`src/rtl/pipe_pkg.sv`:
```
// ============================================================================
// pipe_pkg : shared pipeline encodings (hazard FSM states, aluOp codes).
// Rev 1.0
// ============================================================================
`default_nettype none

package pipe_pkg;

  typedef enum logic [1:0] {
    ST_IDLE    = 2'd0,
    ST_MD_BUSY = 2'd1,
    ST_MD_DONE = 2'd2
  } hz_state_e;

  localparam int           ALU_OP_W = 4;
  localparam logic [3:0]   ALU_NOP  = 4'd0;
  localparam logic [3:0]   ALU_MUL  = 4'd10;
  localparam logic [3:0]   ALU_DIV  = 4'd11;
  localparam logic [4:0]   REG_ZERO = 5'd0;

  function automatic logic is_muldiv(input logic [ALU_OP_W-1:0] op);
    return (op == ALU_MUL) || (op == ALU_DIV);
  endfunction

endpackage

`default_nettype wire

```
`src/rtl/pipe_hazard_ctrl_md_timer.sv`:
```
// ============================================================================
// md_timer : loadable down-counter with zero flag; saturates at zero.
// Rev 1.0
// ============================================================================
`default_nettype none

module md_timer #(
  parameter int CNT_W = 6
) (
  input  logic             clk,
  input  logic             rstn,
  input  logic             load,
  input  logic [CNT_W-1:0] load_val,
  input  logic             dec,
  output logic [CNT_W-1:0] cnt,
  output logic             zero
);

  logic [CNT_W-1:0] cnt_q, cnt_d;

  always_comb begin
    cnt_d = cnt_q;
    if (load) begin
      cnt_d = load_val;
    end else if (dec && (cnt_q != '0)) begin
      cnt_d = cnt_q - CNT_W'(1);
    end
  end

  always_ff @(posedge clk or negedge rstn) begin
    if (!rstn) cnt_q <= '0;
    else       cnt_q <= cnt_d;
  end

  assign cnt  = cnt_q;
  assign zero = (cnt_q == '0);

endmodule

`default_nettype wire

```
`src/rtl/pipe_hazard_ctrl.sv`:
```
// ============================================================================
// pipe_hazard_ctrl : load-use bubble and MUL/DIV stall sequencer for the
// 5-stage pipeline. MUL/DIV sequencing enabled by PIPE_HAZARD_MULDIV_EN.
// Rev 1.0
// ============================================================================
`default_nettype none

module pipe_hazard_ctrl
  import pipe_pkg::*;
#(
  parameter int MD_CYCLES = 32,
  parameter int CNT_W     = 6
) (
  input  logic       clk,
  input  logic       rstn,
  input  logic       id_rsRead,
  input  logic [4:0] id_rsAddr,
  input  logic       id_rtRead,
  input  logic [4:0] id_rtAddr,
  input  logic       id_isMulDiv,
  input  logic       ex_memRead,
  input  logic [4:0] ex_regWriteAddr,
  output logic       pc_stall,
  output logic       if_id_stall,
  output logic       id_ex_bubble,
  output logic       ex_hold,
  output logic       md_busy,
  output logic       md_done
);

  // Outputs stay quiet for the whole first cycle after reset release.
  logic live_q;
  logic live;

  always_ff @(posedge clk or negedge rstn) begin
    if (!rstn) live_q <= 1'b0;
    else       live_q <= 1'b1;
  end

  assign live = rstn & live_q;

  logic load_use;

  always_comb begin
    load_use = ex_memRead && (ex_regWriteAddr != REG_ZERO) &&
               ((id_rsRead && (id_rsAddr == ex_regWriteAddr)) ||
                (id_rtRead && (id_rtAddr == ex_regWriteAddr)));
  end

`ifdef PIPE_HAZARD_MULDIV_EN

  localparam logic [CNT_W-1:0] MD_LOAD = CNT_W'(MD_CYCLES - 2);

  hz_state_e        state_q, state_d;
  logic             md_load, md_dec, md_zero;
  logic [CNT_W-1:0] md_cnt;

  md_timer #(.CNT_W(CNT_W)) u_md_timer (
    .clk      (clk),
    .rstn     (rstn),
    .load     (md_load),
    .load_val (MD_LOAD),
    .dec      (md_dec),
    .cnt      (md_cnt),
    .zero     (md_zero)
  );

  always_ff @(posedge clk or negedge rstn) begin
    if (!rstn) state_q <= ST_IDLE;
    else       state_q <= state_d;
  end

  // Busy lasts MD_LOAD cycles: leave once the count is about to reach zero.
  always_comb begin
    state_d      = ST_IDLE;
    md_load      = 1'b0;
    md_dec       = 1'b0;
    pc_stall     = 1'b0;
    if_id_stall  = 1'b0;
    id_ex_bubble = 1'b0;
    ex_hold      = 1'b0;
    md_busy      = 1'b0;
    md_done      = 1'b0;
    if (live) begin
      case (state_q)
        ST_IDLE: begin
          state_d = ST_IDLE;
          if (load_use) begin
            pc_stall     = 1'b1;
            if_id_stall  = 1'b1;
            id_ex_bubble = 1'b1;
          end else if (id_isMulDiv) begin
            md_load = 1'b1;
            state_d = (MD_LOAD == '0) ? ST_MD_DONE : ST_MD_BUSY;
          end
        end
        ST_MD_BUSY: begin
          pc_stall    = 1'b1;
          if_id_stall = 1'b1;
          ex_hold     = 1'b1;
          md_busy     = 1'b1;
          md_dec      = 1'b1;
          state_d     = (md_zero || (md_cnt == CNT_W'(1))) ? ST_MD_DONE : ST_MD_BUSY;
        end
        ST_MD_DONE: begin
          md_done = 1'b1;
          if (id_isMulDiv) begin
            md_load = 1'b1;
            state_d = (MD_LOAD == '0) ? ST_MD_DONE : ST_MD_BUSY;
          end
        end
        default: state_d = ST_IDLE;
      endcase
    end
  end

`else

  logic [31:0] unused_cfg;
  assign unused_cfg = MD_CYCLES + CNT_W + {31'd0, id_isMulDiv};

  always_comb begin
    pc_stall     = live & load_use;
    if_id_stall  = live & load_use;
    id_ex_bubble = live & load_use;
    ex_hold      = 1'b0;
    md_busy      = 1'b0;
    md_done      = 1'b0;
  end

`endif

endmodule

`default_nettype wire

```
`config.mk`:
```
export PLATFORM = sky130hd
export DESIGN_NAME = pipe_hazard_ctrl
export DESIGN_NICKNAME = d
export VERILOG_FILES = /design/src/rtl/pipe_pkg.sv /design/src/rtl/pipe_hazard_ctrl_md_timer.sv /design/src/rtl/pipe_hazard_ctrl.sv
export SDC_FILE = /design/constraint.sdc
export NUM_CORES = 1
export LEC_CHECK = 0
export CORE_AREA = 2 2 39 41
export DETAILED_ROUTE_END_ITERATION = 16
export DIE_AREA = 0 0 41 43
export SLEW_MARGIN = 20
export SYNTH_ARGS = -nofsm -noshare
export SYNTH_HDL_FRONTEND = slang
export SYNTH_HIERARCHICAL = 1
export SYNTH_SLANG_ARGS = --single-unit
```
`constraint.sdc`:
```
create_clock -name clk -period 1.9 [get_ports clk]
set_input_delay 0.38 -clock clk [delete_from_list [all_inputs] [get_ports clk]]
set_output_delay 0.38 -clock clk [all_outputs]
set_load 0.005 [all_outputs]
```
==> results of run 1 <==
-- cell usage after synthesis, drive strengths merged --
master and n:
o2111ai 1, nor4 2, nand3 2, xnor2 2, or4 1, a21oi 1, conb 2, xor2 8
dfrtp 1, buf 5
-- report_power, final --
group | leakage, nW | internal, mW | switching, mW
sequential | 0.0117 | 0.0228 | 0.000449
clock | 0 | 0 | 0
combinational | 0.169 | 0.0400 | 0.0244
-- repair_timing --
item,CTS,global route
resized for setup,43,12
endpoints found under the setup margin,3,3
hold buffers,0,0
pin swaps,7,7
cloned,0,0
-- area by class of cell --
class	instances	area, µm²
Tap cell	16	20.0
Multi-Input combinational cell	21	166
Timing Repair Buffer	25	188
Fill cell	159	985
Sequential cell	1	25.0
-- worst max-delay path: stages --
cell and delay [ns]:
buf_2 0.12, or4_4 0.52, o2111ai_2 0.21, a21oi_2 0.06, buf_2 0.13
-- cell families (layout without fill, tap and decap cells) --
kind of cell / Yosys count / in the layout / share of synthesized area, %
AOI/OAI and AO/OA: 2 / 2 / 6.83
xor gates and xnor gates: 10 / 10 / 43.5
buffers and inverters: 5 / 25 / 18.6
DFF: 1 / 1 / 12.4
other: 2 / 4 / 3.73
and+or+nand+nor: 5 / 5 / 14.9
-- routing by layer --
metal  vias up  wire length, µm
met1        98              203
met5         -                0
met3         0               94
li1        121                -
met4         0                0
met2        15              261
-- path summary, 6_finish.rpt --
kind                               startpoint               end  slack, ns
setup / recovery           ex_regWriteAddr[0]          pc_stall        0.1
hold / removal                           rstn  live_q$_DFF_PN0_       0.68
max in group asynchronous                rstn  live_q$_DFF_PN0_       1.13
min in group clk             live_q$_DFF_PN0_      id_ex_bubble       0.97
==> run metrics, run 1 <==
outcome=completed; grt peak-use layer=met2; global-route wire length before repair=793 µm; Max FO, Critical Path=3; CP Launch Type=input pin; final hold violation count=0; Net count, final=70; Initial Util=14.6%; max-cap viol count=0; Final ANT Viol Nets=0; IO Port Bufs=22; num ports=27; commonest non-fill, non-tap cell in the layout=xor2_1; total routed wirelength=559 µm; post-synthesis to final-layout area growth=98.1%; leak pwr=~0.18 nW; Slew Limit Fails=0; share of cells above drive strength 1=38.3%; peak supply drop=112 µV; post-layout util=28.8%; Largest Register=live_q; WL/cell=8.87 µm; Rows=14; worst slack, placed=-0.768 ns; Layout Cells excl Fill=63; Worst EP arrival=1.42 ns; Syn Std Cell Area=201 µm²; RSZ-0062 raised after global routing=false; Core Region=roughly 1400 µm²; Largest regs=live_q x1; GRT Resource Usage Total=6.01%; Avg Cell Area, Syn=8.06 µm²; post-synthesis cell count=25; pwr/cell area=about 220 nW/µm²; placed cell areas=442 µm²; Yosys top cell by area=xor2_1; vias per cell=3.71; Inst Count DP=64; met1 GRT Util=around 7.3%; die area=1760 µm²; DRT iter0 DRCs=0; Die H=43 µm; Final period util=94.9%; GRT overflow=0; fin crit period=between 1.5 and 2 ns; Via Count=234; Yosys reg bits=1; WHS=just under 0.7 ns; Hold Crit Class=in2async; clock transition at the registers of the reported paths=0 ns; max FFs per register=1; setup TNS after final layout=0 ns; initial antenna violation count=0; Worst EP required=1.52 ns; gp weighted congestion=0.629; Antenna Cells=0; Setup CP Type=in2out; setup ws final=0.0962 ns; Seq/Total Area, Yosys=12.4%; met2 Use GR=10.9%; critical path endpoint category=output port; Residual DRC=0; post-synth top area share=between 30% and 40%; M3 GR Usage=under 10%; Cell variety after synth=10; die width=41 µm; most frequent cells in the layout=8 x xor2_1, 7 x buf_2, 6 x clkdlybuf4s50_1; largest net degree at the start of global routing=4; Area contributors post-synth=xor2_1 35%, buf_4 19%, dfrtp_1 12%; postcts setup bufs=0; final setup violating endpoints=0; YS warnings=6; fmax=554 MHz; Power Total=87.7 µW; vias in the first global route=214; DR pass1 iterations=1; post-route design area=399 µm²
Note: power is estimated with default switching activity, not from simulation.
==> run 2, diff against run 1 <==
clock period = 2.1 ns   (was 1.9 ns; I/O delays follow)
==> run 2 against run 1 <==
  * Cell count up 1.6%
  * Wire length increased by 14%
  * Die area is the same
  * Total power is 0.90% lower
  * Critical path type unchanged
  * Largest power group unchanged
==> run metrics, run 2 (synthesized netlist as in run 1, its figures left out) <==
Largest Register=live_q; Via Count=249 (+6.4%); Comb power frac=75.4% (+1.9 points); max FFs per register=1 (unchanged); global-route wire length before repair=993 µm (+25%); num ports=27 (unchanged); final hold violation count=0 (unchanged); Crit path buffers/inverters=2 (unchanged); die area=1760 µm² (unchanged); peak supply drop=128 µV (+14%); CP cell instances=dlygate4sd2_1 -> or4_4 -> o2111ai_4 -> a21oi_2 -> buf_2; post-layout util=32.9% (+4.1 points); Setup CP Type=in2out; Top delay family on crit path=simple AND/OR/NAND/NOR gates; fillers=161 (+1.3%); crit-path max cell delay=0.54 ns (+0.02 ns); vias per cell=3.89 (+4.7%); register share of total power=24.6% (-1.9 points); GRT Resource Usage Total=7.61% (+1.6 points); Clock power frac=0% (unchanged); Sw Ratio=29.1% (+0.74 points); CP Launch Type=input pin; DP HPWL=between 500 and 600 µm; Antenna Cells=0 (unchanged); clock transition at the registers of the reported paths=0 ns (unchanged); die width=41 µm (unchanged); DRT iter0 DRCs=0 (unchanged); vias in the first global route=245 (+14%); Net count, final=71 (+1.4%); share of cells above drive strength 1=22.9% (-15 points); GRT overflow=0 (unchanged); setup TNS after final layout=0 ns (unchanged); fin crit period=2.04 ns; Largest regs=live_q x1; gp weighted congestion=0.623 (-0.91%); Residual DRC=0 (unchanged); critical path endpoint category=output port; Die H=43 µm (unchanged); total routed wirelength=635 µm (+14%); switching power=25.3 µW (+1.7%); postcts setup bufs=0 (unchanged); pwr/cell area=191 nW/µm² (-13%); WL/cell=9.92 µm (+12%); Slew Limit Fails=0 (unchanged); DR pass1 iterations=1 (unchanged); initial antenna violation count=0 (unchanged); Core Region=1380 µm² (unchanged); Worst EP arrival=1.62 ns (+0.20 ns); Initial Util=14.6% (unchanged); Max FO, Critical Path=3 (unchanged); leak pwr=0.219 nW (+21%); max-cap viol count=0 (unchanged); Internal Pwr Total=61.6 µW (-1.9%); Final ANT Viol Nets=0 (unchanged); most frequent cells in the layout=8 x xor2_1, 8 x dlygate4sd2_1, 7 x clkdlybuf4s50_1; Worst path depth=5 (unchanged); fmax=490 MHz; final setup violating endpoints=0 (unchanged); post-synthesis to final-layout area growth=126%; Hold Crit Class=in2async; IO Port Bufs=22 (unchanged); WHS=0.768 ns (+0.0841 ns); Slowest-stage cell, CP=or4_4; Rows=14 (unchanged); outcome=completed; Worst EP required=1.68 ns (+0.16 ns); largest net degree at the start of global routing=4 (unchanged); Final period util=97.2%
run 2: what timing repair did:
action | CTS | global route
setup endpoints to repair | 3 | 3
resized for setup | 24 | 6
pin swaps | 5 | 6
hold buffers | 0 | 0
run 2: path summary, 6_finish.rpt:
kind	start	endpoint	slack (ns)
max	ex_regWriteAddr[4]	id_ex_bubble	0.06
min	rstn	live_q$_DFF_PN0_	0.77
max in group asynchronous	rstn	live_q$_DFF_PN0_	1.25
min in group clk	live_q$_DFF_PN0_	if_id_stall	1.04
run 2: through the flow:
step           power [mW]  std cells  instance area, µm²  setup WS [ns]
2_1_floorplan      0.0420         27                 209          0.345
3_3_place_gp       0.0877         64                 442         -0.558
3_5_place_dp       0.0874         64                 442         -0.572
4_1_cts            0.0836         64                 429        0.00248
5_1_grt            0.0935         64                 455       -0.00417
6_report           0.0869         64                 455         0.0594
run 2: routing by layer:
metal | part of all wire (%) | track usage, % | vias up
li1 | - | - | 122
met1 | 37 | 9.55 | 112
met2 | 50 | 13.4 | 15
met3 | 12 | 1.57 | 0
met4 | 0 | 0 | 0
met5 | 0 | 0 | -
run 2: power groups by stage:
stage / clock (mW) / combinational [mW] / sequential (mW)
floorplan: 0 / 0.0212 / 0.0208
global route: 0 / 0.0721 / 0.0214
detailed placement: 0 / 0.0665 / 0.0209
global placement: 0 / 0.0669 / 0.0208
finish: 0 / 0.0655 / 0.0213
CTS: 0 / 0.0626 / 0.0210
run 2: area by class of cell:
class	instances	area [µm²]	area share, %
Timing Repair Buffer	26	233	51.1
Multi-Input combinational cell	21	178	39.0
Sequential cell	1	25.0	5.49
Tap cell	16	20.0	4.40
==> run 3, diff against run 2 <==
CORE_AREA = 4 4 41 43   (was 2 2 39 41)
DIE_AREA = 0 0 45 47   (was 0 0 41 43)
==> run 3 against run 2 <==
  * Worst setup slack improved by 0.011 ns
  * Flip-flop and latch count unchanged
  * Via count shrank 3.6%
  * Global-route usage shrank 2.0 points
  * Total power fell by 3.9%
  * Core utilization grew 2.0 points
  * Critical path type unchanged
==> run metrics, run 3 (synthesized netlist as in run 1, its figures left out) <==
Worst EP arrival=1.61 ns (about the same); final setup violating endpoints=0 (unchanged); Slew Limit Fails=0 (unchanged); Initial Util=15.5% (+0.92 points); gp weighted congestion=0.679 (+9.0%); max-cap viol count=0 (unchanged); Antenna Cells=0 (unchanged); global-route wire length before repair=931 µm (-6.2%); RSZ-0062 raised after global routing=false; outcome=completed; Largest regs=live_q x1; max FFs per register=1 (unchanged); fmax=493 MHz (+0.56%); vias per cell=3.75 (-3.6%); Die H=47 µm (+9.3%); die area=2120 µm² (+20%); Net count, final=72 (+1.4%); commonest non-fill, non-tap cell in the layout=xor2_1; fin crit period=2.03 ns (-0.0113 ns); initial antenna violation count=0 (unchanged); Inst Count DP=63 (-1.6%); Rows=13 (-1); Via Count=240 (-3.6%); setup TNS after final layout=0 ns (unchanged); total routed wirelength=637 µm (+0.31%); Final period util=96.6% (-0.54 points); critical path endpoint category=output port; CP Launch Type=input pin; Residual DRC=0 (unchanged); die width=45 µm (+9.8%); fillers=147 (-8.7%); leak pwr=0.196 nW (-11%); Core Region=1300 µm² (-6.0%); post-layout util=34.9% (+2.0 points); Largest Register=live_q; post-synthesis to final-layout area growth=125%; DR pass1 iterations=3 (+2); most frequent cells in the layout=7 x xor2_1, 6 x clkdlybuf4s50_1, 5 x clkdlybuf4s15_1, 5 x buf_4; vias in the first global route=230 (-6.1%); WL/cell=9.95 µm (+0.31%); final hold violation count=0 (unchanged); num ports=27 (unchanged); GRT Resource Usage Total=5.59% (-2.0 points); pwr/cell area=184 nW/µm² (-3.6%); Final ANT Viol Nets=0 (unchanged); Setup CP Type=in2out; IO Port Bufs=22 (unchanged); largest net degree at the start of global routing=4 (unchanged); Max FO, Critical Path=3 (unchanged); Layout Cells excl Fill=64 (unchanged); share of cells above drive strength 1=34.7% (+12 points); Hold Crit Class=in2async; peak supply drop=117 µV (-8.2%); GRT overflow=0 (unchanged); DRT iter0 DRCs=1 (+1); Worst EP required=1.68 ns (about the same); clock transition at the registers of the reported paths=0 ns (unchanged)
-- run 3: changes by cell type in the layout (fill, tap and decap cells not counted), moves of 2 or more --
| cell | delta |
|---|---|
| dlygate4sd2_1 | -4 |
| buf_6 | +2 |
| dlymetal6s2s_1 | -3 |
| clkdlybuf4s15_1 | +4 |
-- run 3: how the worst max path moves through the flow --
stage	end	start	depth (start not counted)	slack, ns
final	id_ex_bubble	ex_regWriteAddr[0]	6	0.07
after floorplan	if_id_stall	ex_regWriteAddr[3]	4	0.35
after global placement	id_ex_bubble	ex_regWriteAddr[2]	6	-0.65
after CTS	id_ex_bubble	id_rsAddr[0]	7	0.002
after detailed placement	id_ex_bubble	ex_regWriteAddr[2]	6	-0.69
after global routing	if_id_stall	id_rsAddr[4]	7	0.003
-- run 3: final cells by class --
class / count / area [µm²] / share of cell area [%]
Multi-Input combinational cell: 21 / 174 / 38.3
Sequential cell: 1 / 25.0 / 5.51
Tap cell: 15 / 18.8 / 4.13
Timing Repair Buffer: 27 / 236 / 52.1
-- run 3: repair_timing --
action                     4_1_cts  5_1_grt
pin swaps                        6        7
setup buffers                    1        0
setup endpoints to repair        3        3
resized for setup               38        9
hold buffers                     0        0
cloned                           0        0
hold endpoints to repair         0        0
-- run 3: routing by layer --
metal | global-route usage, % | vias up | part of all wire (%)
li1 | - | 123 | -
met1 | 7.67 | 100 | 40
met2 | 9.89 | 17 | 43
met3 | 0.766 | 0 | 16
met4 | 0 | 0 | 0
met5 | 0 | - | 0
-- run 3: stage by stage --
stage	power (mW)	hold slack, ns	cell area [µm²]	setup slack, ns
floorplan	0.0420	0.124	209	0.345
global placement	0.0872	0.705	440	-0.652
detailed placement	0.0872	0.700	440	-0.693
CTS	0.0831	0.725	440	0.00171
global route	0.0888	0.737	454	0.00332
finish	0.0835	0.723	454	0.0707
-- run 3: report_power, final --
part / internal [mW] / switching, mW
Combinational: 0.0394 / 0.0231
Clock: 0 / 0
Sequential: 0.0206 / 0.000388
Total: 0.0600 / 0.0235
-- run 3: worst max-delay path, cell delays in order --
cell	delay [ns]
clkdlybuf4s15_2	0.21
or4_4	0.48
o2111ai_2	0.19
a21oi_2	0.06
buf_4	0.14
buf_6	0.11
